===== src/rtl/nibble_loaded_addsub_if.sv =====
// Switch/button side and display side of the nibble-loaded adder/subtractor.
// The board (master) drives buttons, switch data and mode; the datapath (slave) drives results.
interface nibble_loaded_addsub_if #(
    parameter int WIDTH = 7,
    parameter int NIB   = 4
);
    localparam int SLOTS = (WIDTH + NIB - 1) / NIB;
    localparam int PTRW  = (SLOTS > 1) ? $clog2(SLOTS) : 1;

    logic             pb_a;
    logic             pb_b;
    logic             pb_go;
    logic [NIB-1:0]   y;
    logic             mode;
    logic [WIDTH-1:0] sum;
    logic             cout;
    logic             ovf;
    logic             busy;
    logic             done;
    logic [PTRW-1:0]  a_ptr;
    logic [PTRW-1:0]  b_ptr;

    modport master (
        output pb_a, pb_b, pb_go, y, mode,
        input  sum, cout, ovf, busy, done, a_ptr, b_ptr
    );

    modport slave (
        input  pb_a, pb_b, pb_go, y, mode,
        output sum, cout, ovf, busy, done, a_ptr, b_ptr
    );
endinterface


===== src/rtl/nibble_loaded_addsub.sv =====
// Nibble-loaded operands, nibble-serial add/subtract with carry and signed overflow.
// Latency: go pulse to done = SLOTS+1 cycles; no backpressure, button pulses while busy are dropped.
module nibble_loaded_addsub #(
    parameter int WIDTH = 7,
    parameter int NIB   = 4
) (
    input  logic                  clk,
    input  logic                  rst,
    nibble_loaded_addsub_if.slave bus
);
    localparam int SLOTS = (WIDTH + NIB - 1) / NIB;
    localparam int PTRW  = (SLOTS > 1) ? $clog2(SLOTS) : 1;
    localparam int PW    = SLOTS * NIB;
    localparam int TW    = WIDTH - (SLOTS - 1) * NIB;
    localparam logic [PTRW-1:0] LAST = PTRW'(SLOTS - 1);

    typedef enum logic {IDLE, CALC} state_t;

    state_t           state_q, state_d;
    logic [2:0]       s1_q, s2_q, prev_q;
    logic [2:0]       pulse;
    logic [WIDTH-1:0] a_q, a_d, b_q, b_d;
    logic [PTRW-1:0]  ap_q, ap_d, bp_q, bp_d, k_q, k_d;
    logic [PW-1:0]    wa_q, wa_d, wb_q, wb_d, part_q, part_d;
    logic             carry_q, carry_d;
    logic [WIDTH-1:0] sum_q, sum_d;
    logic             cout_q, cout_d, ovf_q, ovf_d, done_q, done_d;
    logic [NIB:0]     nsum;
    logic             cmsb;

    function automatic logic [WIDTH-1:0] put_nib(input logic [WIDTH-1:0] cur,
                                                 input logic [PTRW-1:0]  p,
                                                 input logic [NIB-1:0]   d);
        return (cur & ~WIDTH'(PW'({NIB{1'b1}}) << (p * NIB))) | WIDTH'(PW'(d) << (p * NIB));
    endfunction

    function automatic logic [PTRW-1:0] ptr_next(input logic [PTRW-1:0] p);
        return (p == LAST) ? '0 : p + 1'b1;
    endfunction

    // bit 0 = A, bit 1 = B, bit 2 = go
    assign pulse = s2_q & ~prev_q;

    always_comb begin
        state_d = state_q;
        a_d     = a_q;
        b_d     = b_q;
        ap_d    = ap_q;
        bp_d    = bp_q;
        k_d     = k_q;
        wa_d    = wa_q;
        wb_d    = wb_q;
        part_d  = part_q;
        carry_d = carry_q;
        sum_d   = sum_q;
        cout_d  = cout_q;
        ovf_d   = ovf_q;
        done_d  = 1'b0;
        nsum    = {1'b0, wa_q[NIB-1:0]} + {1'b0, wb_q[NIB-1:0]} + (NIB+1)'(carry_q);
        cmsb    = wa_q[TW-1] ^ wb_q[TW-1] ^ nsum[TW-1];
        case (state_q)
            IDLE: begin
                if (pulse[0]) begin
                    a_d  = put_nib(a_q, ap_q, bus.y);
                    ap_d = ptr_next(ap_q);
                end
                if (pulse[1]) begin
                    b_d  = put_nib(b_q, bp_q, bus.y);
                    bp_d = ptr_next(bp_q);
                end
                // Snapshot uses pre-load operands; a same-cycle load still lands in A/B.
                if (pulse[2]) begin
                    wa_d    = PW'(a_q);
                    wb_d    = PW'(b_q ^ {WIDTH{bus.mode}});
                    carry_d = bus.mode;
                    k_d     = '0;
                    state_d = CALC;
                end
            end
            CALC: begin
                part_d = PW'({nsum[NIB-1:0], part_q} >> NIB);
                wa_d   = wa_q >> NIB;
                wb_d   = wb_q >> NIB;
                if (k_q == LAST) begin
                    // Top slot is only TW bits wide; its zero padding lets the carry land in nsum[TW].
                    sum_d   = part_d[WIDTH-1:0];
                    cout_d  = nsum[TW];
                    ovf_d   = cmsb ^ nsum[TW];
                    done_d  = 1'b1;
                    state_d = IDLE;
                end else begin
                    carry_d = nsum[NIB];
                    k_d     = k_q + 1'b1;
                end
            end
        endcase
    end

    always_ff @(posedge clk or posedge rst) begin
        if (rst) begin
            state_q <= IDLE;
            s1_q    <= '0;
            s2_q    <= '0;
            prev_q  <= '0;
            a_q     <= '0;
            b_q     <= '0;
            ap_q    <= '0;
            bp_q    <= '0;
            k_q     <= '0;
            wa_q    <= '0;
            wb_q    <= '0;
            part_q  <= '0;
            carry_q <= 1'b0;
            sum_q   <= '0;
            cout_q  <= 1'b0;
            ovf_q   <= 1'b0;
            done_q  <= 1'b0;
        end else begin
            state_q <= state_d;
            s1_q    <= {bus.pb_go, bus.pb_b, bus.pb_a};
            s2_q    <= s1_q;
            prev_q  <= s2_q;
            a_q     <= a_d;
            b_q     <= b_d;
            ap_q    <= ap_d;
            bp_q    <= bp_d;
            k_q     <= k_d;
            wa_q    <= wa_d;
            wb_q    <= wb_d;
            part_q  <= part_d;
            carry_q <= carry_d;
            sum_q   <= sum_d;
            cout_q  <= cout_d;
            ovf_q   <= ovf_d;
            done_q  <= done_d;
        end
    end

    assign bus.sum   = sum_q;
    assign bus.cout  = cout_q;
    assign bus.ovf   = ovf_q;
    assign bus.busy  = (state_q == CALC);
    assign bus.done  = done_q;
    assign bus.a_ptr = ap_q;
    assign bus.b_ptr = bp_q;
endmodule


===== src/flat_wrapper.sv =====
// flat-port wrapper written by rule: the top's interface ports become plain ports
module nibble_loaded_addsub_flat 
#(
    parameter int WIDTH = 7,
    parameter int NIB   = 4
)
  (clk, rst, bus_pb_a, bus_pb_b, bus_pb_go, bus_y, bus_mode, bus_sum, bus_cout, bus_ovf, bus_busy, bus_done, bus_a_ptr, bus_b_ptr);
  nibble_loaded_addsub_if #(.WIDTH(WIDTH), .NIB(NIB)) bus_i ();
  input  logic clk;
  input  logic rst;
  input wire logic [$bits(bus_i.pb_a)-1:0] bus_pb_a;
  input wire logic [$bits(bus_i.pb_b)-1:0] bus_pb_b;
  input wire logic [$bits(bus_i.pb_go)-1:0] bus_pb_go;
  input wire logic [$bits(bus_i.y)-1:0] bus_y;
  input wire logic [$bits(bus_i.mode)-1:0] bus_mode;
  output wire logic [$bits(bus_i.sum)-1:0] bus_sum;
  output wire logic [$bits(bus_i.cout)-1:0] bus_cout;
  output wire logic [$bits(bus_i.ovf)-1:0] bus_ovf;
  output wire logic [$bits(bus_i.busy)-1:0] bus_busy;
  output wire logic [$bits(bus_i.done)-1:0] bus_done;
  output wire logic [$bits(bus_i.a_ptr)-1:0] bus_a_ptr;
  output wire logic [$bits(bus_i.b_ptr)-1:0] bus_b_ptr;
  assign bus_i.pb_a = bus_pb_a;
  assign bus_i.pb_b = bus_pb_b;
  assign bus_i.pb_go = bus_pb_go;
  assign bus_i.y = bus_y;
  assign bus_i.mode = bus_mode;
  assign bus_sum = bus_i.sum;
  assign bus_cout = bus_i.cout;
  assign bus_ovf = bus_i.ovf;
  assign bus_busy = bus_i.busy;
  assign bus_done = bus_i.done;
  assign bus_a_ptr = bus_i.a_ptr;
  assign bus_b_ptr = bus_i.b_ptr;
  nibble_loaded_addsub #(.WIDTH(WIDTH), .NIB(NIB)) u_core (.clk(clk), .rst(rst), .bus(bus_i));
endmodule

===== config.mk =====
export PLATFORM = sky130hd
export DESIGN_NAME = nibble_loaded_addsub_flat
export DESIGN_NICKNAME = d
export VERILOG_FILES = /design/src/rtl/nibble_loaded_addsub_if.sv /design/src/rtl/nibble_loaded_addsub.sv /design/src/flat_wrapper.sv
export SDC_FILE = /design/constraint.sdc
export NUM_CORES = 1
export LEC_CHECK = 0
export ABC_AREA = 0
export BUFFER_PORTS_ARGS = -buffer_cell sky130_fd_sc_hd__buf_2
export CORE_MARGIN = 2
export CORE_UTILIZATION = 40
export CTS_CLUSTER_SIZE = 10
export DETAILED_ROUTE_END_ITERATION = 7
export GPL_ROUTABILITY_DRIVEN = 0
export PLACE_DENSITY_LB_ADDON = 0.15
export SLEW_MARGIN = 20
export SYNTH_ARGS = -nofsm -noshare
export SYNTH_HDL_FRONTEND = slang
export SYNTH_SLANG_ARGS = --single-unit

===== constraint.sdc =====
create_clock -name clk -period 2.6 [get_ports clk]
set_clock_uncertainty 0.2 [all_clocks]
set_input_delay 0.13 -clock clk [delete_from_list [all_inputs] [get_ports clk]]
set_output_delay 0.13 -clock clk [all_outputs]
set_load 0.02 [all_outputs]

# --- Word level (Yosys, flattened, before mapping) ---
# Cells that the tools add are included.
classes:
  n_reduce_logical: 4
  n_shift: 4
  n_mux: 17
  n_eq_ne: 2
  n_bitwise: 13
  addsub: 5
op_table:
  columns: ["cell", "count"]
  rows:
  - ["case mux 8 bit (2 select lines)", 2]
  - ["two-way mux 8 bit", 2]
  - ["bitwise AND 7 bit", 2]
  - ["NOT 7 bit", 2]
  - ["OR 7 bit", 2]
  - ["left shift 4 x 3 -> 7 bit", 2]
  - ["left shift 4 x 3 -> 7 bit, first input constant", 2]
  - ["two-way mux 1 bit", 10]
  - ["AND reduction 2 bit", 4]
  - ["bitwise XOR 7 bit", 1]
  - ["case mux 1 bit (2 select lines)", 3]
  - ["adder 4 x 4 -> 5 bit", 1]
  - ["adder 5 x 1 -> 5 bit", 1]
  - ["adder 1 bit, second input constant", 3]
  - ["bitwise AND 3 bit", 1]
  - ["NOT 3 bit", 1]
  - ["bitwise XOR 1 bit", 3]
  - ["!= test 2 x 1 -> 1 bit, second input constant", 1]
  - ["!= test 2 bit, second input constant", 1]
  - ["NOT 1 bit", 1]
word_totals:
  regBits: 62
  out_inout_bits: 13

# --- Depth between registers and ports, before layout ---
# Gate-level depths: netlist of run 1.
logic_depth:
  ltp_word: 4
  ltp_mapped: 8
  ltp_nobuf: 8

# --- Worst setup path after synthesis of run 1 ---
# OpenSTA, ideal clock, no wires.
synth_path:
  path_type: "register to register"
  startpoint: "register u_core.carry_q"
  endpoint: "register u_core.carry_q"
  t_required_ns: 2.273
  synth_period_minus_slack_ns: 1.958
  slack_ns: 0.642
  path_stages_with_launch: 9
  arrival_time_ns: 1.631
  cell_sequence: "dfrtp_1 -> inv_1 -> fa_1 -> inv_1 -> fa_1 -> a21o_1 -> a211oi_1 -> a21o_1 -> a21oi_1"
synth_via:
  elab_chain_cells: 3
synth_rtl:
  columns: ["item", "line_no", "rtl"]
  rows:
  - ["start: declaration", "nibble_loaded_addsub.sv:25", "logic carry_q, carry_d;"]
  - ["start signal: assignment", "nibble_loaded_addsub.sv:131", "carry_q <= carry_d;"]
  - ["adder 5 x 1 -> 5 bit", "nibble_loaded_addsub.sv:59", "nsum = {1'b0, wa_q[NIB-1:0]} + {1'b0, wb_q[NIB-1:0]} + (NIB+1)'(carry_q);"]
  - ["two-way mux 1 bit", "nibble_loaded_addsub.sv:84", "if (k_q == LAST) begin"]
  - ["case mux 1 bit (2 select lines)", "nibble_loaded_addsub.sv:61", "case (state_q)"]
# No other way between the ends. The select of a mux whose other input is x is not followed.
# A chain may end at the register's enable or synchronous reset.

# --- Worst setup path after layout of run 1 ---
# Ends and elaborated chain as after synthesis.

==> results of run 1 <==
==> cells in the mapped netlist, types with 4 or more instances <==
library cell               count  share of area (%)
sky130_fd_sc_hd__mux2_4        6                3.8
sky130_fd_sc_hd__mux2_2       16                7.6
sky130_fd_sc_hd__inv_1         6               0.95
sky130_fd_sc_hd__nor2_4        4                1.9
sky130_fd_sc_hd__nor2_1       13                2.1
sky130_fd_sc_hd__a21oi_1      12                2.5
sky130_fd_sc_hd__dfrtp_1      56                 59
sky130_fd_sc_hd__o21ai_0       9                1.9
sky130_fd_sc_hd__xnor2_1      11                4.1
sky130_fd_sc_hd__nand2_1      18                2.8
sky130_fd_sc_hd__a211oi_1      5                1.6
==> worst max-delay path: stages (launching register included) <==
cell	delay (ns)
sky130_fd_sc_hd__dfrtp_1	0.37
sky130_fd_sc_hd__inv_1	0.12
sky130_fd_sc_hd__fa_1	0.21
sky130_fd_sc_hd__inv_1	0.05
sky130_fd_sc_hd__fa_1	0.43
sky130_fd_sc_hd__a21o_1	0.21
sky130_fd_sc_hd__a211oi_1	0.29
sky130_fd_sc_hd__a21o_1	0.14
sky130_fd_sc_hd__a21oi_1	0.06
==> stage by stage <==
stage / std cells / hold WS [ns] / cell area [sq um]
2_1_floorplan: 186 / -0.03857 / 2376
3_3_place_gp: 277 / 0.03844 / 2532
3_5_place_dp: 277 / 0.03932 / 2532
4_1_cts: 292 / 0.05113 / 2741
5_1_grt: 292 / 0.08820 / 2741
6_report: 292 / 0.05820 / 2741
==> layer usage <==
metal | GRT usage [%] | part of all wire, % | vias to the layer above
li1 | - | - | 680
met1 | 17.56 | 43 | 690
met2 | 24.79 | 51 | 23
met3 | 3.667 | 3.3 | 11
met4 | 6.102 | 2.2 | 0
met5 | 0 | 0 | -
==> kinds of logic (layout without fill, tap and decap cells) <==
group / Yosys count / in the layout
XOR/XNOR: 13 / 13
AND/OR/NAND/NOR: 43 / 43
multiplexers: 24 / 24
adder cells (fa/ha/maj): 5 / 5
flip-flops: 56 / 56
AO/OA/AOI/OAI: 30 / 30
buffers and inverters: 15 / 46
==> report_power, final <==
part           leakage (nW)  switching [mW]  internal (mW)
clock                0.0642           0.264          0.379
combinational         0.512           0.606          0.600
sequential            0.684           0.270           1.22
==> path summary, 6_finish.rpt <==
kind                                start         endpoint  slack [ns]  cells after the start
min in group asynchronous             rst  u_core.bus.done        0.35                      4
max in group asynchronous             rst   u_core.carry_q        1.37                      4
setup / recovery           u_core.carry_q   u_core.carry_q        0.40                      8
hold / removal                   bus_mode   u_core.wb_q[5]        0.06                      3
setup reg to reg           u_core.carry_q   u_core.carry_q        0.40                      8
hold reg to reg            u_core.s1_q[2]   u_core.s2_q[2]        0.15                      0
==> area by class of cell <==
cell class | count | area (sq um) | share of cell area (%)
clock buffer | 5 | 68.82 | 2.510
clock inverter | 2 | 60.06 | 2.191
inverter | 6 | 22.52 | 0.8215
multi-input combinational | 115 | 882.1 | 32.18
sequential | 56 | 1401 | 51.12
tap | 75 | 93.84 | 3.423
timing repair buffer | 33 | 212.7 | 7.759
==> timing repair <==
action / CTS / global route
endpoints found under the hold margin: 73 / 0
hold buffers: 8 / 0
resized for setup: 0 / 0
==> impl.org, run 1 <==
** Timing
- Setup violations remaining at the end of the flow were counted as 0.
- Crit path time final :: between 2 and 2.5 ns
- After layout, the worst setup slack is 0.4028 ns.
- Final Hold Vio Count :: 0
- Slew @ Worst Pin :: 0.6989 ns
- Final critical-path share of the clock period :: between 80% and 90%
- Max_slew headroom :: 53.41%
- Unrepaired setup endpoints after global routing :: false
- Based on the critical path, the design can be clocked at up to between 400 and 500 MHz.
- The number of pins exceeding their max-slew limit in the final report was 0.
- Adding up every negative setup slack in the final design gives 0 ns.

** Floorplan
- For this configuration, the core starts out at a cell density of 40.86%.
- The die is a little over 80 um wide.
- Placeable core area :: 0.005816 sq mm
- The floorplan has 28 rows.
- Pin placement for this block handled 23 I/O pins.
- Die Area :: 0.006572 sq mm
- Measured along the y axis, the die boundary spans 81.07 um.

** Pwr
- Overall power consumption :: 3.338 mW
- The worst-case IR drop observed on VDD is 411.2 uV.
- Power density relative to cell area :: roughly 1200 mW/mm^2
- Summed over all cells, the static leakage comes to 1.260 nW.

** Clocking
- In this run the post-CTS setup repair buffer count came out at 0.
- In this run the deepest clock path goes through 2 buffers.
- The tree built by TritonCTS fans out to 56 sinks.
- In this run, CTS created clock tree buffers numbering 5.
- At the later pin of the worst-skew pair, clock insertion delay measures 0.30 ns.
- After clock tree synthesis, the clock-pin slew on the worst setup and hold paths is 0.09 ns.
- Number of H-tree branching levels :: 2
- TritonCTS built the clock tree.
- Root buffer selected by CTS :: sky130_fd_sc_hd__clkbuf_8

** Global routing
- Global routing used 14.55% of the available tracks.
- The via count of the first global-routing pass is 1481.
- Global routing finished with a remaining overflow of 0.
- The first global-routing pass estimated 7155 um of wire.
- Initial antenna violation count :: 0
- Entering global routing, the biggest net connects 57 pins.

** Final layout
- Most common cell after layout, fill and taps aside :: sky130_fd_sc_hd__dfrtp_1
- Area delta synth->final :: 15.38%
- Cells fill between 40% and 50% of the core in the end.
- The filler cells instantiated in the layout total 578.
- Fraction of final layout cells sized beyond drive strength 1 :: between 20% and 30%
- The final layout contains 232 nets.
- Highest-count cells in the layout ignoring fill and taps :: sky130_fd_sc_hd__dfrtp_1 (56), sky130_fd_sc_hd__buf_2 (22), sky130_fd_sc_hd__nand2_1 (18)
- The number of antenna diodes in the final layout is 0.

** Logic synthesis
- Yosys printed 0 warnings.
- The synthesized netlist occupies a cell area of 0.002376 sq mm.
- Synthesized area per cell :: about 13 sq um
- Async set-reset flop share out of synthesis :: 100.0%
- Sequential area share after synthesis :: 58.98%
- Of the total synthesized cell area, the portion taken by full adders, half adders and majority gates is 3.265%.
- After synthesis, the largest family of logic cells by area is multiplexers.
- Post-synthesis xor/xnor area fraction :: 4.792%
- After synthesis the netlist holds a flip-flop and latch count of 56.
- Post-Syn Nets :: 201
- Simple-gate area share of the yosys netlist :: 9.373%
- Most used flip-flop cell after synthesis :: sky130_fd_sc_hd__dfrtp_1
- Number of distinct library cells after synthesis :: 26
- Area fraction in compound gates after synthesis :: under 10%
- Counting every instance in the synthesized netlist gives about 190.
- The synthesized design contains 0 enable-type register cells.
- Mux share of post-synthesis cell area :: 12.22%

** Detailed routing
- The final layout contains routed wiring with a total length of 4103 um.
- In the routed design, unresolved DRC markers number 0.
- Routed length per instance :: 14.05 um
- After the first detailed-routing iteration, the DRC count stood at 58.
- Across all layers, the routed design uses between 1000 and 1500 vias.
- Via density :: 4.808
- Once detail routing completed, the nets flagged for antenna violations numbered 0.
- Detailed Routing Iterations Pass 1 :: 4

** Placed design
- Before CTS, the worst setup slack after placement is between 0.3 and 0.4 ns.
- After legalization and detailed placement, the total HPWL measured between 2000 and 3000 um.
- Number of input and output port buffers inserted :: 22

** Worst setup path
- At the worst endpoint, the arrival time is 2.18 ns.
- Along the worst path, the maximum fanout reaches 3.
- STA classifies the critical path startpoint as a flip-flop.
- By startpoint and endpoint, the worst setup path is classified as reg2reg.
- STA classifies the critical path endpoint as a flip-flop.
- Required time of the critical path :: 2.58 ns

** Min path
- Type of the most critical hold path :: in2reg

** Outcome
- The flow ran to the end, and the final reports show no timing, DRC or antenna violations.

** Run
- Max-cap violations in this run came to 0.
Power figures use the tool's default switching activity.
==> run 2, diff against run 1 <==
- clock period: 2.6 -> 1.95 ns (I/O delays scaled with it)
==> impl.org, run 2 (synthesis results as in run 1) <==
** Floorplan
- Placeable core area :: approximately 0.0058 sq mm
- Initial Utilization :: 40.86%
- From left edge to right edge, the die measures 81.07 um.
- Number of I/O pins :: 23
- Height of the die :: 81.07 um
- In this run the core area contains 28 standard-cell rows.
- Die Area :: 0.006572 sq mm

** Clocking
- The H-tree was split into 2 levels.
- Root buffer selected by CTS :: sky130_fd_sc_hd__clkbuf_8
- Source-to-sink clock delay at the later pin of the worst-skew pair :: ~0.31 ns
- TritonCTS built the clock tree.
- Number of buffers inserted during clock tree synthesis :: 5
- Clock buffer depth :: 2
- Clock edge transition at the registers on the reported setup and hold paths :: 0.09 ns
- For this design, the sink count on the clock tree is between 50 and 60.

** Pwr
- The design draws 4.397 mW.
- The worst-case IR drop observed on VDD is around 550 uV.
- In this run the power density over the cells is 1580 mW/mm^2.
- Summed over all cells, the static leakage comes to 1.273 nW.

** Final layout
- Diodes inserted :: 0
- Filler cell count in the final layout :: 550
- Most common cell after layout, fill and taps aside :: sky130_fd_sc_hd__dfrtp_1
- In the final design database the tool counted 237 nets.
- Once layout is complete, the utilization of the core stands at 47.85%.
- Relative to the synthesized area, the layout overhead comes to 17.11%.
- Fraction of final layout cells sized beyond drive strength 1 :: around a third
- Highest-count cells in the layout ignoring fill and taps :: sky130_fd_sc_hd__dfrtp_1 (56), sky130_fd_sc_hd__buf_2 (22), sky130_fd_sc_hd__nand2_1 (18)

** Timing
- Crit path time final :: approximately 1.9 ns
- Headroom to the max-slew limit came out at 65.09%.
- Dividing the final minimum period by the clock period gives between 90% and 100%.
- Setup violations remaining at the end of the flow were counted as 0.
- Highest Clock Rate :: 524.3 MHz
- The number of pins exceeding their max-slew limit in the final report was 0.
- Unrepaired setup endpoints after global routing :: true
- Worst setup margin :: 0.04255 ns
- Across all hold checks on the routed design, the worst slack comes to 0.03563 ns.
- For the pin with the worst max-slew slack, the measured transition is 0.5237 ns.
- Final Hold Vio Count :: 0

** Worst setup path
- Register-to-Register Path Depth :: 8
- For the worst setup path, the data arrival time is 1.90 ns.
- In this run the number of cells on the critical path is 8.
- The worst setup path is launched from a flip-flop.
- Top delay family on crit path :: adder cells
- CP Class :: reg2reg
- Maximum fanout encountered on the critical timing path :: 3
- Largest stage delay on the critical path :: around 0.40 ns
- For flop-to-flop paths, the worst setup slack is about 0.043 ns.
- List of cells traversed by the critical path :: inv_2 > fa_2 > inv_2 > fa_2 > a21o_1 > a211oi_2 > a21o_1 > a21oi_1
- Category of the worst setup path capture point :: flip-flop
- Number of buffer and inverter instances along the worst setup path :: 2
- On the critical path, the stage with the largest delay is an instance of sky130_fd_sc_hd__dfrtp_1.
- Required time of the critical path :: 1.94 ns

** Detailed routing
- In the final routed layout, each cell accounts on average for 13.45 um.
- The pre-antenna-repair detailed-routing pass consisted of 4 iterations.
- In the routed layout, each cell is associated on average with a via count of 4.777.
- Via count of the routed design :: 1414
- Iteration-0 DRC Markers :: 36
- The count of nets left with antenna violations once routing finished came out at 0.
- Number of DRC violations after detailed routing :: 0
- Post-Route WL :: 3981 um

** Min path
- Worst hold path cell count :: 3
- Type of the most critical hold path :: in2reg

** Placed design
- Detailed placement finished with a half-perimeter wire length of between 2000 and 3000 um.
- At the placement stage, the worst setup path has a slack of -0.05544 ns.
- Number of input and output port buffers inserted :: 22

** Global routing
- The first global-routing pass estimated 6969 um of wire.
- Entering global routing, the biggest net connects 24 pins.
- Final global-route overflow total :: 0
- Global routing consumed, over all layers together, about 14% of the routing resources.
- The initial antenna violation count is 0.
- The via count of the first global-routing pass was around 1500.

** Outcome
- Status :: finished clean

** Run
- Across the run, the number of max-cap violations was 0.
## run 2: worst register-to-register path, delay by kind of cell, from the launching register on
| family | cells | cell delay, ns |
|---|---|---|
| AO/OA/AOI/OAI | 4 | 0.52 |
| adder cells (fa/ha/maj) | 2 | 0.56 |
| flip-flops | 1 | 0.40 |
| buffers and inverters | 2 | 0.11 |
## run 2: power by group
group,total (mW),internal [mW],switching [mW]
Clock,0.718,0.369,0.349
Combinational,1.72,0.876,0.845
Sequential,1.96,1.63,0.331
## run 2: path summary, 6_finish.rpt
| check | end | start |
|---|---|---|
| max | u_core.carry_q | u_core.wb_q[0] |
| min | u_core.wb_q[5] | bus_mode |
| max reg2reg | u_core.carry_q | u_core.wb_q[0] |
| min reg2reg | u_core.s2_q[2] | u_core.s1_q[2] |
| max in group asynchronous | u_core.s2_q[0] | rst |
| min in group asynchronous | u_core.s2_q[2] | rst |
## run 2: per-layer routing
| layer | global-route usage (%) | routed length, um |
|---|---|---|
| met5 | 0 | 0 |
| met4 | 5.085 | 58 |
| met3 | 3.667 | 136 |
| met2 | 23.22 | 2000 |
| met1 | 18.08 | 1785 |
## run 2: area by class of cell
cell class	count	area, sq um	area share, %
multi-input cells	115	899.6	32.33
flip-flops and latches	56	1401	50.36
clock buffers	5	68.82	2.473
clock inverters	1	30.03	1.079
repair buffers	38	266.5	9.577
inverters	6	22.52	0.8094
well taps	75	93.84	3.372
## run 2: metrics by stage
stage	TNS, ns	std cells	instance area (sq um)
final	0	296	2783
after global routing	-0.1556	296	2783
after CTS	0	296	2779
after detailed placement	-0.05544	281	2577
after global placement	0	281	2577
after floorplan	0	186	2379
## run 2: repair_timing
item                                   CTS  global route
hold buffers                             8             0
buffers inserted                         1             0
pin swaps                                4             3
endpoints found under the hold margin   73             0
setup endpoints to repair                2             4
gates resized for setup                  6             2
==> run 3, diff against run 2 <==
- RECOVER_POWER: not set -> 50
==> impl.org, run 3 (synthesis results as in run 1) <==
** Timing
- In the final timing run, aggregate negative setup slack is 0 ns.
- Final Hold Vio Count :: 0
- Slew @ Worst Pin :: 0.6953 ns
- In this run the tightest slew margin relative to its limit is 53.60%.
- Setup repair after global routing could not meet its margin everywhere.
- The tightest hold path in the finished design has a slack of roughly 0.035 ns.
- Final setup violation count :: 0
- Final critical-path share of the clock period :: 98.01%
- Derived from the worst setup path, the maximum achievable clock frequency is 523.2 MHz.
- After layout, the worst setup slack is 0.03879 ns.
- Subtracting the final worst setup slack from the clock period gives about 1.9 ns.
- Fin. max-slew vios :: 0

** Run
- Number of violations of the max-capacitance limit :: 0

** Final layout
- The area growth from synthesis to layout is 16.01%.
- Core utilization of the finished layout :: 47.40%
- Filler cell count in the final layout :: 557
- Of the cells placed in the final design, the portion with a size suffix greater than 1 is 30.77%.
- Diodes inserted :: 0
- Final #Nets :: 237
- Most common cell after layout, fill and taps aside :: sky130_fd_sc_hd__dfrtp_1
- Highest-count cells in the layout ignoring fill and taps :: sky130_fd_sc_hd__dfrtp_1 (56), sky130_fd_sc_hd__nand2_1 (18), sky130_fd_sc_hd__mux2_2 (16)

** Worst setup path
- The worst setup path is captured at a flip-flop.
- Register-to-Register Path Depth :: 8
- CP Class :: reg2reg
- Worst reg2reg startpoint :: u_core.wb_q[0]
- Worst reg2reg path endpoint :: u_core.carry_q
- Required time of the critical path :: 1.94 ns
- Worst endpoint data arrival time :: 1.90 ns
- Of all nets on the critical path, the largest fanout is 3.
- Internal reg-to-reg setup slack :: 0.04 ns
- Startpoint type of the worst setup path :: flip-flop
- The critical path ends at u_core.carry_q.
- The most critical setup path has its startpoint at u_core.wb_q[0].

** Pwr
- Summed over all cells, the static leakage comes to 1.246 nW.
- Power density relative to cell area :: about 1600 mW/mm^2
- VDD sags by at most 552.6 uV.

** Floorplan
- Number of I/O pins :: 23
- The die is 81.07 um tall.
- Placeable core area :: 0.005816 sq mm
- Horizontal die dimension :: 81.07 um
- The floorplan has 28 rows.
- Die Area :: 0.006572 sq mm
- Initial Utilization :: 40.86%

** Clocking
- Clock latency on the worst-skew pair, taken at its later pin, is 0.31 ns.
- TritonCTS built the clock tree.
- Clock tree synthesis inserted a total of 5 buffers.
- Root buffer selected by CTS :: sky130_fd_sc_hd__clkbuf_8
- No sink is reached through more buffers than the 2 on the longest clock path.
- The H-tree was split into 2 levels.
- Clock tree sinks :: 56
- Clock edge transition at the registers on the reported setup and hold paths :: 0.09 ns

** Placed design
- Prior to clock tree synthesis, the placed netlist has a worst setup slack of -0.05544 ns.
- After legalization and detailed placement, the total HPWL measured between 2000 and 3000 um.
- Number of input and output port buffers inserted :: 22

** Outcome
- Status :: finished clean

** Global routing
- Entering global routing, the biggest net connects 24 pins.
- The first global-routing pass estimated 6969 um of wire.
- Global routing finished with a remaining overflow of 0.
- The initial antenna violation count was 0.
- Vias in the first global route :: roughly 1500
- Total Routing Usage GR :: 14.13%

** Min path
- Type of the most critical hold path :: in2reg

** Detailed routing
- In the routed design, unresolved DRC markers number 0.
- Routed length per instance :: 13.48 um
- In the detailed route, the total length drawn on met3 is between 100 and 150 um.
- Detailed route wirelength on metal2 :: 2015 um
- Using the TritonRoute via totals, the vias-per-cell ratio works out to 4.801.
- After the first detailed-routing iteration, the DRC count stood at 44.
- For this block, the via count after detailed routing is 1421.
- Total routed wire length on the met1 layer :: roughly 1800 um
- Post-route antenna net violation count :: 0
- Detailed Routing Iterations Pass 1 :: 4
- DR top layer :: met4
- Post-Route WL :: 3991 um
==> run 3: cell types whose count changed in the layout (fill, tap and decap cells not counted) <==
| cell | previous run | this run |
|---|---|---|
| sky130_fd_sc_hd__buf_2 | 22 | 15 |
| sky130_fd_sc_hd__clkbuf_1 | 0 | 7 |
| sky130_fd_sc_hd__clkbuf_2 | 0 | 2 |
| sky130_fd_sc_hd__buf_12 | 1 | 0 |
| sky130_fd_sc_hd__buf_4 | 6 | 5 |
| sky130_fd_sc_hd__inv_1 | 2 | 3 |
| sky130_fd_sc_hd__inv_2 | 4 | 3 |
==> run 3: final cells by class <==
cell class / count / area, sq um / share of cell area (%)
flip-flops and latches: 56 / 1401 / 50.84
multi-input cells: 115 / 899.6 / 32.64
repair buffers: 38 / 240.2 / 8.715
well taps: 75 / 93.84 / 3.404
clock buffers: 5 / 68.82 / 2.497
clock inverters: 1 / 30.03 / 1.089
inverters: 6 / 22.52 / 0.8171
==> run 3: power by group <==
part           internal [mW]  switching, mW  total (mW)  leakage, nW
combinational          0.854          0.846        1.70        0.511
clock                  0.369          0.348       0.717       0.0501
sequential              1.63          0.334        1.96        0.684
total                   2.85           1.53        4.38         1.25
==> run 3: stage by stage <==
stage,area (sq um),instances,power [mW]
2_1_floorplan,2379,186,3.231
3_3_place_gp,2577,281,3.588
3_5_place_dp,2577,281,3.652
4_1_cts,2779,296,4.444
5_1_grt,2756,296,4.729
6_report,2756,296,4.377
==> run 3: worst min path at each step <==
stage                  start                to  slack, ns  cells past startpoint
floorplan           bus_pb_a    u_core.s1_q[0]      -0.07                      0
global placement         rst   u_core.bus.done      -0.09                      2
detailed placement       rst  u_core.prev_q[2]      -0.08                      2
CTS                 bus_mode    u_core.wb_q[5]       0.03                      3
global route        bus_mode    u_core.wb_q[5]       0.06                      3
finish              bus_mode    u_core.wb_q[5]       0.03                      3
==> run 3: per-layer routing <==
| layer | vias up | global-route usage (%) |
|---|---|---|
| li1 | 682 | - |
| met1 | 713 | 18.08 |
| met2 | 21 | 23.22 |
| met3 | 5 | 3.667 |
| met4 | 0 | 5.085 |
| met5 | - | 0 |
==> run 3: timing repair <==
item	in CTS	in global routing
setup buffers	1	0
resized for setup	6	2
pin swaps	4	3
endpoints found under the hold margin	73	0
hold buffers	8	0
setup endpoints to repair	2	4
==> run 3: critical path: stages, from the launching register on <==
cell                       delay [ns]
sky130_fd_sc_hd__dfrtp_1         0.40
sky130_fd_sc_hd__inv_2           0.07
sky130_fd_sc_hd__fa_2            0.21
sky130_fd_sc_hd__inv_2           0.04
sky130_fd_sc_hd__fa_2            0.35
sky130_fd_sc_hd__a21o_1          0.18
sky130_fd_sc_hd__a211oi_2        0.17
sky130_fd_sc_hd__a21o_1          0.11
sky130_fd_sc_hd__a21oi_1         0.06
